[src/rtl/controle_cache_2vias_if.sv]
// Bus bundle for the 2-way cache controller.
// CPU side: cpu_req/cpu_write/cpu_addr/cpu_wdata in, cpu_ready/cpu_done/
//           cpu_hit/cpu_err/cpu_rdata out.
// Memory side: mem_req/mem_we/mem_addr/mem_wdata out, mem_ack/mem_rdata in.
// Statistics: hit_count/miss_count out.
// slave  = the cache controller, master = the CPU/memory environment.
interface controle_cache_2vias_if;
  logic       cpu_req;
  logic       cpu_write;
  logic [4:0] cpu_addr;
  logic [4:0] cpu_wdata;
  logic       cpu_ready;
  logic       cpu_done;
  logic       cpu_hit;
  logic       cpu_err;
  logic [4:0] cpu_rdata;
  logic       mem_req;
  logic       mem_we;
  logic [4:0] mem_addr;
  logic [4:0] mem_wdata;
  logic       mem_ack;
  logic [4:0] mem_rdata;
  logic [7:0] hit_count;
  logic [7:0] miss_count;

  modport slave (
    input  cpu_req, cpu_write, cpu_addr, cpu_wdata, mem_ack, mem_rdata,
    output cpu_ready, cpu_done, cpu_hit, cpu_err, cpu_rdata,
           mem_req, mem_we, mem_addr, mem_wdata, hit_count, miss_count
  );

  modport master (
    output cpu_req, cpu_write, cpu_addr, cpu_wdata, mem_ack, mem_rdata,
    input  cpu_ready, cpu_done, cpu_hit, cpu_err, cpu_rdata,
           mem_req, mem_we, mem_addr, mem_wdata, hit_count, miss_count
  );
endinterface

[src/rtl/controle_cache_2vias.sv]
// 2-set x 2-way write-back cache controller with LRU replacement and a
// memory acknowledge timeout.
// Ports: clock, resetn (async, active-low), bus (controle_cache_2vias_if.slave).
// Array entries are addressed as {set, way}.
//
// state     | meaning
// IDLE      | ready, waiting for cpu_req
// LOOKUP    | tag compare, hit update or victim choice
// WRITEBACK | dirty victim being written to memory
// FILL      | requested block being read from memory
// DONE      | completion pulse (hit/miss)
// ERROR     | completion pulse with memory timeout
module controle_cache_2vias #(
  parameter int ACK_TIMEOUT = 15
) (
  input logic clock,
  input logic resetn,
  controle_cache_2vias_if.slave bus
);
  typedef enum logic [2:0] {IDLE, LOOKUP, WRITEBACK, FILL, DONE, ERROR} state_t;
  localparam logic [7:0] TMO = 8'(ACK_TIMEOUT);

  state_t     state_q, state_d;
  logic [4:0] addr_q, addr_d, wdata_q, wdata_d;
  logic       write_q, write_d, victim_q, victim_d;
  logic [7:0] tmo_q, tmo_d;
  logic [3:0] valid_q, valid_d, lru_q, lru_d, dirty_q, dirty_d;
  logic [3:0] tag_q [4];
  logic [3:0] tag_d [4];
  logic [4:0] data_q [4];
  logic [4:0] data_d [4];

  logic       cpu_ready_q, cpu_ready_d, cpu_done_q, cpu_done_d;
  logic       cpu_hit_q, cpu_hit_d, cpu_err_q, cpu_err_d;
  logic [4:0] cpu_rdata_q, cpu_rdata_d;
  logic       mem_req_q, mem_req_d, mem_we_q, mem_we_d;
  logic [4:0] mem_addr_q, mem_addr_d, mem_wdata_q, mem_wdata_d;
  logic [7:0] hit_count_q, hit_count_d, miss_count_q, miss_count_d;

  logic       set_idx, hit0, hit1, hit_way, vic_way, ack_taken, done_hit;
  logic       do_install, ins_way, upd_lru, upd_way;
  logic [4:0] ins_data;

  assign set_idx   = addr_q[0];
  assign hit0      = valid_q[{set_idx, 1'b0}] && (tag_q[{set_idx, 1'b0}] == addr_q[4:1]);
  assign hit1      = valid_q[{set_idx, 1'b1}] && (tag_q[{set_idx, 1'b1}] == addr_q[4:1]);
  assign hit_way   = !hit0;
  // an ack only counts while our request is visible on the bus
  assign ack_taken = mem_req_q && bus.mem_ack;

  always_comb begin
    vic_way = 1'b0;
    if (!valid_q[{set_idx, 1'b0}])      vic_way = 1'b0;
    else if (!valid_q[{set_idx, 1'b1}]) vic_way = 1'b1;
    else if (!lru_q[{set_idx, 1'b0}])   vic_way = 1'b0;
    else if (!lru_q[{set_idx, 1'b1}])   vic_way = 1'b1;
  end

  always_comb begin
    state_d    = state_q;
    addr_d     = addr_q;
    write_d    = write_q;
    wdata_d    = wdata_q;
    victim_d   = victim_q;
    tmo_d      = tmo_q;
    valid_d    = valid_q;
    lru_d      = lru_q;
    dirty_d    = dirty_q;
    tag_d      = tag_q;
    data_d     = data_q;
    cpu_rdata_d = '0;
    done_hit   = 1'b0;
    do_install = 1'b0;
    ins_way    = 1'b0;
    ins_data   = '0;
    upd_lru    = 1'b0;
    upd_way    = 1'b0;
    case (state_q)
      IDLE: begin
        if (bus.cpu_req) begin
          addr_d  = bus.cpu_addr;
          write_d = bus.cpu_write;
          wdata_d = bus.cpu_wdata;
          state_d = LOOKUP;
        end
      end
      LOOKUP: begin
        if (hit0 || hit1) begin
          done_hit = 1'b1;
          upd_lru  = 1'b1;
          upd_way  = hit_way;
          if (write_q) begin
            data_d[{set_idx, hit_way}]  = wdata_q;
            dirty_d[{set_idx, hit_way}] = 1'b1;
          end else begin
            cpu_rdata_d = data_q[{set_idx, hit_way}];
          end
          state_d = DONE;
        end else begin
          victim_d = vic_way;
          if (valid_q[{set_idx, vic_way}] && dirty_q[{set_idx, vic_way}]) begin
            state_d = WRITEBACK;
            tmo_d   = TMO;
          end else if (!write_q) begin
            state_d = FILL;
            tmo_d   = TMO;
          end else begin
            do_install = 1'b1;
            ins_way    = vic_way;
            ins_data   = wdata_q;
            state_d    = DONE;
          end
        end
      end
      WRITEBACK: begin
        if (ack_taken) begin
          dirty_d[{set_idx, victim_q}] = 1'b0;
          if (write_q) begin
            do_install = 1'b1;
            ins_way    = victim_q;
            ins_data   = wdata_q;
            state_d    = DONE;
          end else begin
            state_d = FILL;
            tmo_d   = TMO;
          end
        end else if (mem_req_q) begin
          if (tmo_q <= 8'd1) state_d = ERROR;
          else               tmo_d   = tmo_q - 8'd1;
        end
      end
      FILL: begin
        if (ack_taken) begin
          do_install  = 1'b1;
          ins_way     = victim_q;
          ins_data    = bus.mem_rdata;
          cpu_rdata_d = bus.mem_rdata;
          state_d     = DONE;
        end else if (mem_req_q) begin
          if (tmo_q <= 8'd1) state_d = ERROR;
          else               tmo_d   = tmo_q - 8'd1;
        end
      end
      DONE:    state_d = IDLE;
      ERROR:   state_d = IDLE;
      default: state_d = IDLE;
    endcase

    // fills install clean, write misses install dirty
    if (do_install) begin
      valid_d[{set_idx, ins_way}] = 1'b1;
      dirty_d[{set_idx, ins_way}] = write_q;
      tag_d[{set_idx, ins_way}]   = addr_q[4:1];
      data_d[{set_idx, ins_way}]  = ins_data;
      upd_lru = 1'b1;
      upd_way = ins_way;
    end
    if (upd_lru) begin
      lru_d[{set_idx, upd_way}]  = 1'b1;
      lru_d[{set_idx, !upd_way}] = 1'b0;
    end
  end

  always_comb begin
    cpu_ready_d = (state_d == IDLE);
    cpu_done_d  = (state_d == DONE) || (state_d == ERROR);
    cpu_err_d   = (state_d == ERROR);
    cpu_hit_d   = done_hit;
    // the cycle after an accepted ack always shows mem_req low, even when
    // a write-back is followed straight by a fill
    mem_req_d   = ((state_d == WRITEBACK) || (state_d == FILL)) && !ack_taken;
    mem_we_d    = (state_d == WRITEBACK);
    mem_addr_d  = '0;
    mem_wdata_d = '0;
    if (state_d == WRITEBACK) begin
      mem_addr_d  = {tag_q[{set_idx, victim_d}], set_idx};
      mem_wdata_d = data_q[{set_idx, victim_d}];
    end else if (state_d == FILL) begin
      mem_addr_d  = addr_q;
    end
    hit_count_d  = hit_count_q;
    miss_count_d = miss_count_q;
    if (state_d == DONE) begin
      if (done_hit) begin
        if (hit_count_q != 8'hFF) hit_count_d = hit_count_q + 8'd1;
      end else begin
        if (miss_count_q != 8'hFF) miss_count_d = miss_count_q + 8'd1;
      end
    end
  end

  always_ff @(posedge clock or negedge resetn) begin
    if (!resetn) begin
      state_q      <= IDLE;
      addr_q       <= '0;
      write_q      <= 1'b0;
      wdata_q      <= '0;
      victim_q     <= 1'b0;
      tmo_q        <= '0;
      valid_q      <= '0;
      lru_q        <= '0;
      dirty_q      <= '0;
      for (int i = 0; i < 4; i++) begin
        tag_q[i]  <= '0;
        data_q[i] <= '0;
      end
      cpu_ready_q  <= 1'b1;
      cpu_done_q   <= 1'b0;
      cpu_hit_q    <= 1'b0;
      cpu_err_q    <= 1'b0;
      cpu_rdata_q  <= '0;
      mem_req_q    <= 1'b0;
      mem_we_q     <= 1'b0;
      mem_addr_q   <= '0;
      mem_wdata_q  <= '0;
      hit_count_q  <= '0;
      miss_count_q <= '0;
    end else begin
      state_q      <= state_d;
      addr_q       <= addr_d;
      write_q      <= write_d;
      wdata_q      <= wdata_d;
      victim_q     <= victim_d;
      tmo_q        <= tmo_d;
      valid_q      <= valid_d;
      lru_q        <= lru_d;
      dirty_q      <= dirty_d;
      tag_q        <= tag_d;
      data_q       <= data_d;
      cpu_ready_q  <= cpu_ready_d;
      cpu_done_q   <= cpu_done_d;
      cpu_hit_q    <= cpu_hit_d;
      cpu_err_q    <= cpu_err_d;
      cpu_rdata_q  <= cpu_rdata_d;
      mem_req_q    <= mem_req_d;
      mem_we_q     <= mem_we_d;
      mem_addr_q   <= mem_addr_d;
      mem_wdata_q  <= mem_wdata_d;
      hit_count_q  <= hit_count_d;
      miss_count_q <= miss_count_d;
    end
  end

  assign bus.cpu_ready  = cpu_ready_q;
  assign bus.cpu_done   = cpu_done_q;
  assign bus.cpu_hit    = cpu_hit_q;
  assign bus.cpu_err    = cpu_err_q;
  assign bus.cpu_rdata  = cpu_rdata_q;
  assign bus.mem_req    = mem_req_q;
  assign bus.mem_we     = mem_we_q;
  assign bus.mem_addr   = mem_addr_q;
  assign bus.mem_wdata  = mem_wdata_q;
  assign bus.hit_count  = hit_count_q;
  assign bus.miss_count = miss_count_q;
endmodule
[src/flat_wrapper.sv]
// flat-port wrapper written by rule: the top's interface ports become plain ports
module controle_cache_2vias_flat 
#(
  parameter int ACK_TIMEOUT = 15
)
  (clock, resetn, bus_cpu_req, bus_cpu_write, bus_cpu_addr, bus_cpu_wdata, bus_mem_ack, bus_mem_rdata, bus_cpu_ready, bus_cpu_done, bus_cpu_hit, bus_cpu_err, bus_cpu_rdata, bus_mem_req, bus_mem_we, bus_mem_addr, bus_mem_wdata, bus_hit_count, bus_miss_count);
  controle_cache_2vias_if bus_i ();
  input logic clock;
  input logic resetn;
  input wire logic [$bits(bus_i.cpu_req)-1:0] bus_cpu_req;
  input wire logic [$bits(bus_i.cpu_write)-1:0] bus_cpu_write;
  input wire logic [$bits(bus_i.cpu_addr)-1:0] bus_cpu_addr;
  input wire logic [$bits(bus_i.cpu_wdata)-1:0] bus_cpu_wdata;
  input wire logic [$bits(bus_i.mem_ack)-1:0] bus_mem_ack;
  input wire logic [$bits(bus_i.mem_rdata)-1:0] bus_mem_rdata;
  output wire logic [$bits(bus_i.cpu_ready)-1:0] bus_cpu_ready;
  output wire logic [$bits(bus_i.cpu_done)-1:0] bus_cpu_done;
  output wire logic [$bits(bus_i.cpu_hit)-1:0] bus_cpu_hit;
  output wire logic [$bits(bus_i.cpu_err)-1:0] bus_cpu_err;
  output wire logic [$bits(bus_i.cpu_rdata)-1:0] bus_cpu_rdata;
  output wire logic [$bits(bus_i.mem_req)-1:0] bus_mem_req;
  output wire logic [$bits(bus_i.mem_we)-1:0] bus_mem_we;
  output wire logic [$bits(bus_i.mem_addr)-1:0] bus_mem_addr;
  output wire logic [$bits(bus_i.mem_wdata)-1:0] bus_mem_wdata;
  output wire logic [$bits(bus_i.hit_count)-1:0] bus_hit_count;
  output wire logic [$bits(bus_i.miss_count)-1:0] bus_miss_count;
  assign bus_i.cpu_req = bus_cpu_req;
  assign bus_i.cpu_write = bus_cpu_write;
  assign bus_i.cpu_addr = bus_cpu_addr;
  assign bus_i.cpu_wdata = bus_cpu_wdata;
  assign bus_i.mem_ack = bus_mem_ack;
  assign bus_i.mem_rdata = bus_mem_rdata;
  assign bus_cpu_ready = bus_i.cpu_ready;
  assign bus_cpu_done = bus_i.cpu_done;
  assign bus_cpu_hit = bus_i.cpu_hit;
  assign bus_cpu_err = bus_i.cpu_err;
  assign bus_cpu_rdata = bus_i.cpu_rdata;
  assign bus_mem_req = bus_i.mem_req;
  assign bus_mem_we = bus_i.mem_we;
  assign bus_mem_addr = bus_i.mem_addr;
  assign bus_mem_wdata = bus_i.mem_wdata;
  assign bus_hit_count = bus_i.hit_count;
  assign bus_miss_count = bus_i.miss_count;
  controle_cache_2vias #(.ACK_TIMEOUT(ACK_TIMEOUT)) u_core (.clock(clock), .resetn(resetn), .bus(bus_i));
endmodule
[config.mk]
export PLATFORM = sky130hd
export DESIGN_NAME = controle_cache_2vias_flat
export DESIGN_NICKNAME = d
export VERILOG_FILES = /design/src/rtl/controle_cache_2vias_if.sv /design/src/rtl/controle_cache_2vias.sv /design/src/flat_wrapper.sv
export SDC_FILE = /design/constraint.sdc
export NUM_CORES = 1
export LEC_CHECK = 0
export CORE_MARGIN = 5
export CORE_UTILIZATION = 62
export CTS_CLUSTER_SIZE = 40
export DETAILED_ROUTE_END_ITERATION = 6
export HOLD_SLACK_MARGIN = 0.05
export PLACE_DENSITY = 0.92
export SETUP_SLACK_MARGIN = 0.4
export SYNTH_ARGS = -nofsm -noshare
export SYNTH_HDL_FRONTEND = slang
export SYNTH_SLANG_ARGS = --single-unit
[constraint.sdc]
create_clock -name clock -period 6.75 [get_ports clock]
set_clock_uncertainty 0.1 [all_clocks]
set_input_delay 1.35 -clock clock [delete_from_list [all_inputs] [get_ports clock]]
set_output_delay 1.35 -clock clock [all_outputs]
set_load 0.01 [all_outputs]
==> run metrics <==
clk slew on worst S/H paths 0.11 ns; Fillers 565; total track usage 25.0%; Root Buffer clkbuf_8; Max Slew Vio Count 0; CP Capture Type flop; initial core utilization between 60% and 70%; Gate Count Post-Synth 489; Core ar. around 9000 um2; share of cells above drive strength 1 16.0%; GRT overflow 0; Setup TNS Final 0 ns; CTS tree yes; CP required 6.91 ns; Async SR Flop Fraction 100%; Worst R2R Start u_core.addr_q[0]; Via Count approximately 4,300; DRC 0; PnR Total Power ~3.0 mW; # rows 34; number of post-CTS setup repair buffers 0; status finished, final reports clean; most frequent cells in the layout dfrtp_1, clkdlybuf4s50_1, mux2i_1; # nets final 562; global-route wire length before repair 22,300 um; antenna cells 0; clk sinks ~110; fin crit share 54.2%; placer's final routability congestion estimate 0.850; largest net degree at the start of global routing between 80 and 90; Die W 106 um; max cap viols 0; register area ~2700 um2; cts repair resizes 0; Routed WL roughly 13,000 um; final setup violation count 0; EDFF count, synth 0; VDD IR-drop max 0.357 mV; Static Leak 2.71 nW; CP Buf/Inv Count 1; clock latency at the later pin of the worst-skew pair ~0.37 ns; wire per inst 20.6 um; placed inst area 6230 um2; critical path cell sequence clkdlybuf4s50_1 -> nand2_1 -> nor4b_1 -> a31o_1 -> and2_1 -> mux2_2; die height about 110 um; Period minus WS final 3.66 ns; final core occ 72.9%; clock buffer depth 2; Synthesis Warnings 0; DR iter-0 viols 397; post-route ant nets 0; crit path max fanout 10; Area growth syn-to-layout 13.3%; CTS H-Tree Depth 3; initial antenna violation count 0; Hold WS 0.395 ns; post-synth top area share a little under half; Mapped Area between 5000 and 6000 um2; RSZ-0062 raised after global routing false; library cells used by synthesis 83; Yosys reg bits 108; Seq/Total Area, Yosys 47.8%; Hold Fails Final Rpt 0; drt pass-1 iters 5; routed vias/inst around 6.6; final instance area 6420 um2; Mapped Nets 513; cell family with most CP delay simple AND/OR/NAND/NOR gates; # port buffers 56; Pwr Density 463 nW/um2; Worst EP arrival 3.82 ns; relative slew slack 32.1%; CTS buffer count 9; die footprint 11,100 um2; Multi-input gate area ~2800 um2; vias in the first global route 4,356; FMAX 273 MHz; CP Launch Point bus_mem_ack; Detail Placement HPWL 9290 um; CP max stage delay roughly 0.60 ns; crit start category primary input; actual slew at the worst max-slew pin 1.02 ns; hold_buf cts 0; Worst Hold Class flop to flop; top cells by area, synth dfrtp_1, mux2i_1, mux2_2; critical path class primary input to flop; commonest non-fill, non-tap cell in the layout dfrtp_1; I/O pins 57; largest area contributor in the netlist dfrtp_1; Main synth FF type dfrtp_1; Post-Syn Area per Cell 11.6 um2; Slowest-stage cell, CP clkdlybuf4s50_1
metrics by stage:
| step | instances | setup slack, ns |
|---|---|---|
| 6_report | 651 | 3.09 |
| 2_1_floorplan | 489 | 3.18 |
| 4_1_cts | 651 | 3.11 |
| 5_1_grt | 651 | 2.95 |
| 3_5_place_dp | 635 | 2.75 |
| 3_3_place_gp | 635 | 2.89 |
state kept, by name, indices dropped and copies added (netlist names), named ones only:
name / cells
u_core.bus.miss_count: 8
u_core.bus.cpu_hit: 1
u_core.tmo_q: 8
u_core.bus.mem_req: 1
u_core.addr_q: 5
u_core.data_q: 20
u_core.wdata_q: 5
u_core.bus.cpu_err: 1
u_core.bus.cpu_rdata: 5
u_core.dirty_q: 4
u_core.bus.hit_count: 8
u_core.valid_q: 4
u_core.tag_q: 16
u_core.write_q: 1
u_core.bus.mem_addr: 5
u_core.bus.cpu_ready: 1
u_core.bus.cpu_done: 1
u_core.bus.mem_wdata: 5
u_core.state_q: 3
u_core.bus.mem_we: 1
u_core.victim_q: 1
worst reg2reg max path: stages (launching register included):
cell	delay [ns]
dfrtp_1	0.33
buf_4	0.44
mux2i_1	0.35
xnor2_1	0.19
o41a_1	0.50
nand2_2	0.18
mux2i_2	0.48
inv_2	0.30
mux2_2	0.35
o21ai_1	0.14
Yosys cell counts, types with 3 or more instances:
cell type and n:
buf_2 3, a22oi_1 7, nor2_1 22, xor2_1 5, and3_1 3, mux2_2 23, mux2i_1 51, nor2b_1 10
nand4_1 8, mux2_1 6, o22a_1 3, a22o_1 5, and2_1 9, o22ai_1 6, nand3_1 25, mux4_2 5
o31ai_1 4, and2_2 4, xnor2_1 19, or2_2 4, o21ai_0 20, nor3_1 4, ha_1 4, nand2b_1 5
inv_1 10, dfrtp_1 107, a21oi_1 10, a31oi_1 7, clkbuf_1 8, nand2_1 21, buf_6 5
power by group:
part	leakage, nW	switching, mW	internal [mW]
logic	1.24	0.818	0.634
registers	1.37	0.251	0.889
clock network	0.0956	0.227	0.150
metal layers:
metal	vias to the layer above	track usage (%)	share of wire, %
met5	-	0	0
met4	0	9.53	3.2
met3	46	4.16	6.9
met2	217	41.8	49
met1	2157	32.8	41
li1	1896	-	-
area by class of cell:
cell class              count  share of cell area (%)
clock buffers              11                    2.20
clock inverters             5                   0.721
inverters                  12                   0.702
multi-input cells         347                    43.0
flip-flops and latches    108                    42.1
well taps                 108                    2.11
repair buffers             60                    9.16
worst paths after layout:
path,slack (ns),cells after the start,endpoint
max,3.09,6,u_core.tag_q[10]
min reg2reg,0.39,1,flop
min,0.39,1,flop
min in group asynchronous,0.76,1,u_core.bus.miss_count[4]
max reg2reg,3.33,9,u_core.bus.mem_addr[4]
max in group asynchronous,4.44,2,u_core.data_q[1]
cell families (layout without fill, tap and decap cells):
| logic type | count (synthesis) | after routing | synth area share (%) |
|---|---|---|---|
| buffers and inverters | 34 | 88 | 3.62 |
| AOI/OAI and AO/OA | 94 | 94 | 12.4 |
| muxes | 87 | 87 | 17.3 |
| xor gates and xnor gates | 24 | 24 | 3.71 |
| and+or+nand+nor | 138 | 138 | 14.4 |
| DFF | 108 | 108 | 47.8 |
| adders and majority gates | 4 | 4 | 0.884 |
(Power assumes the default switching activity.)
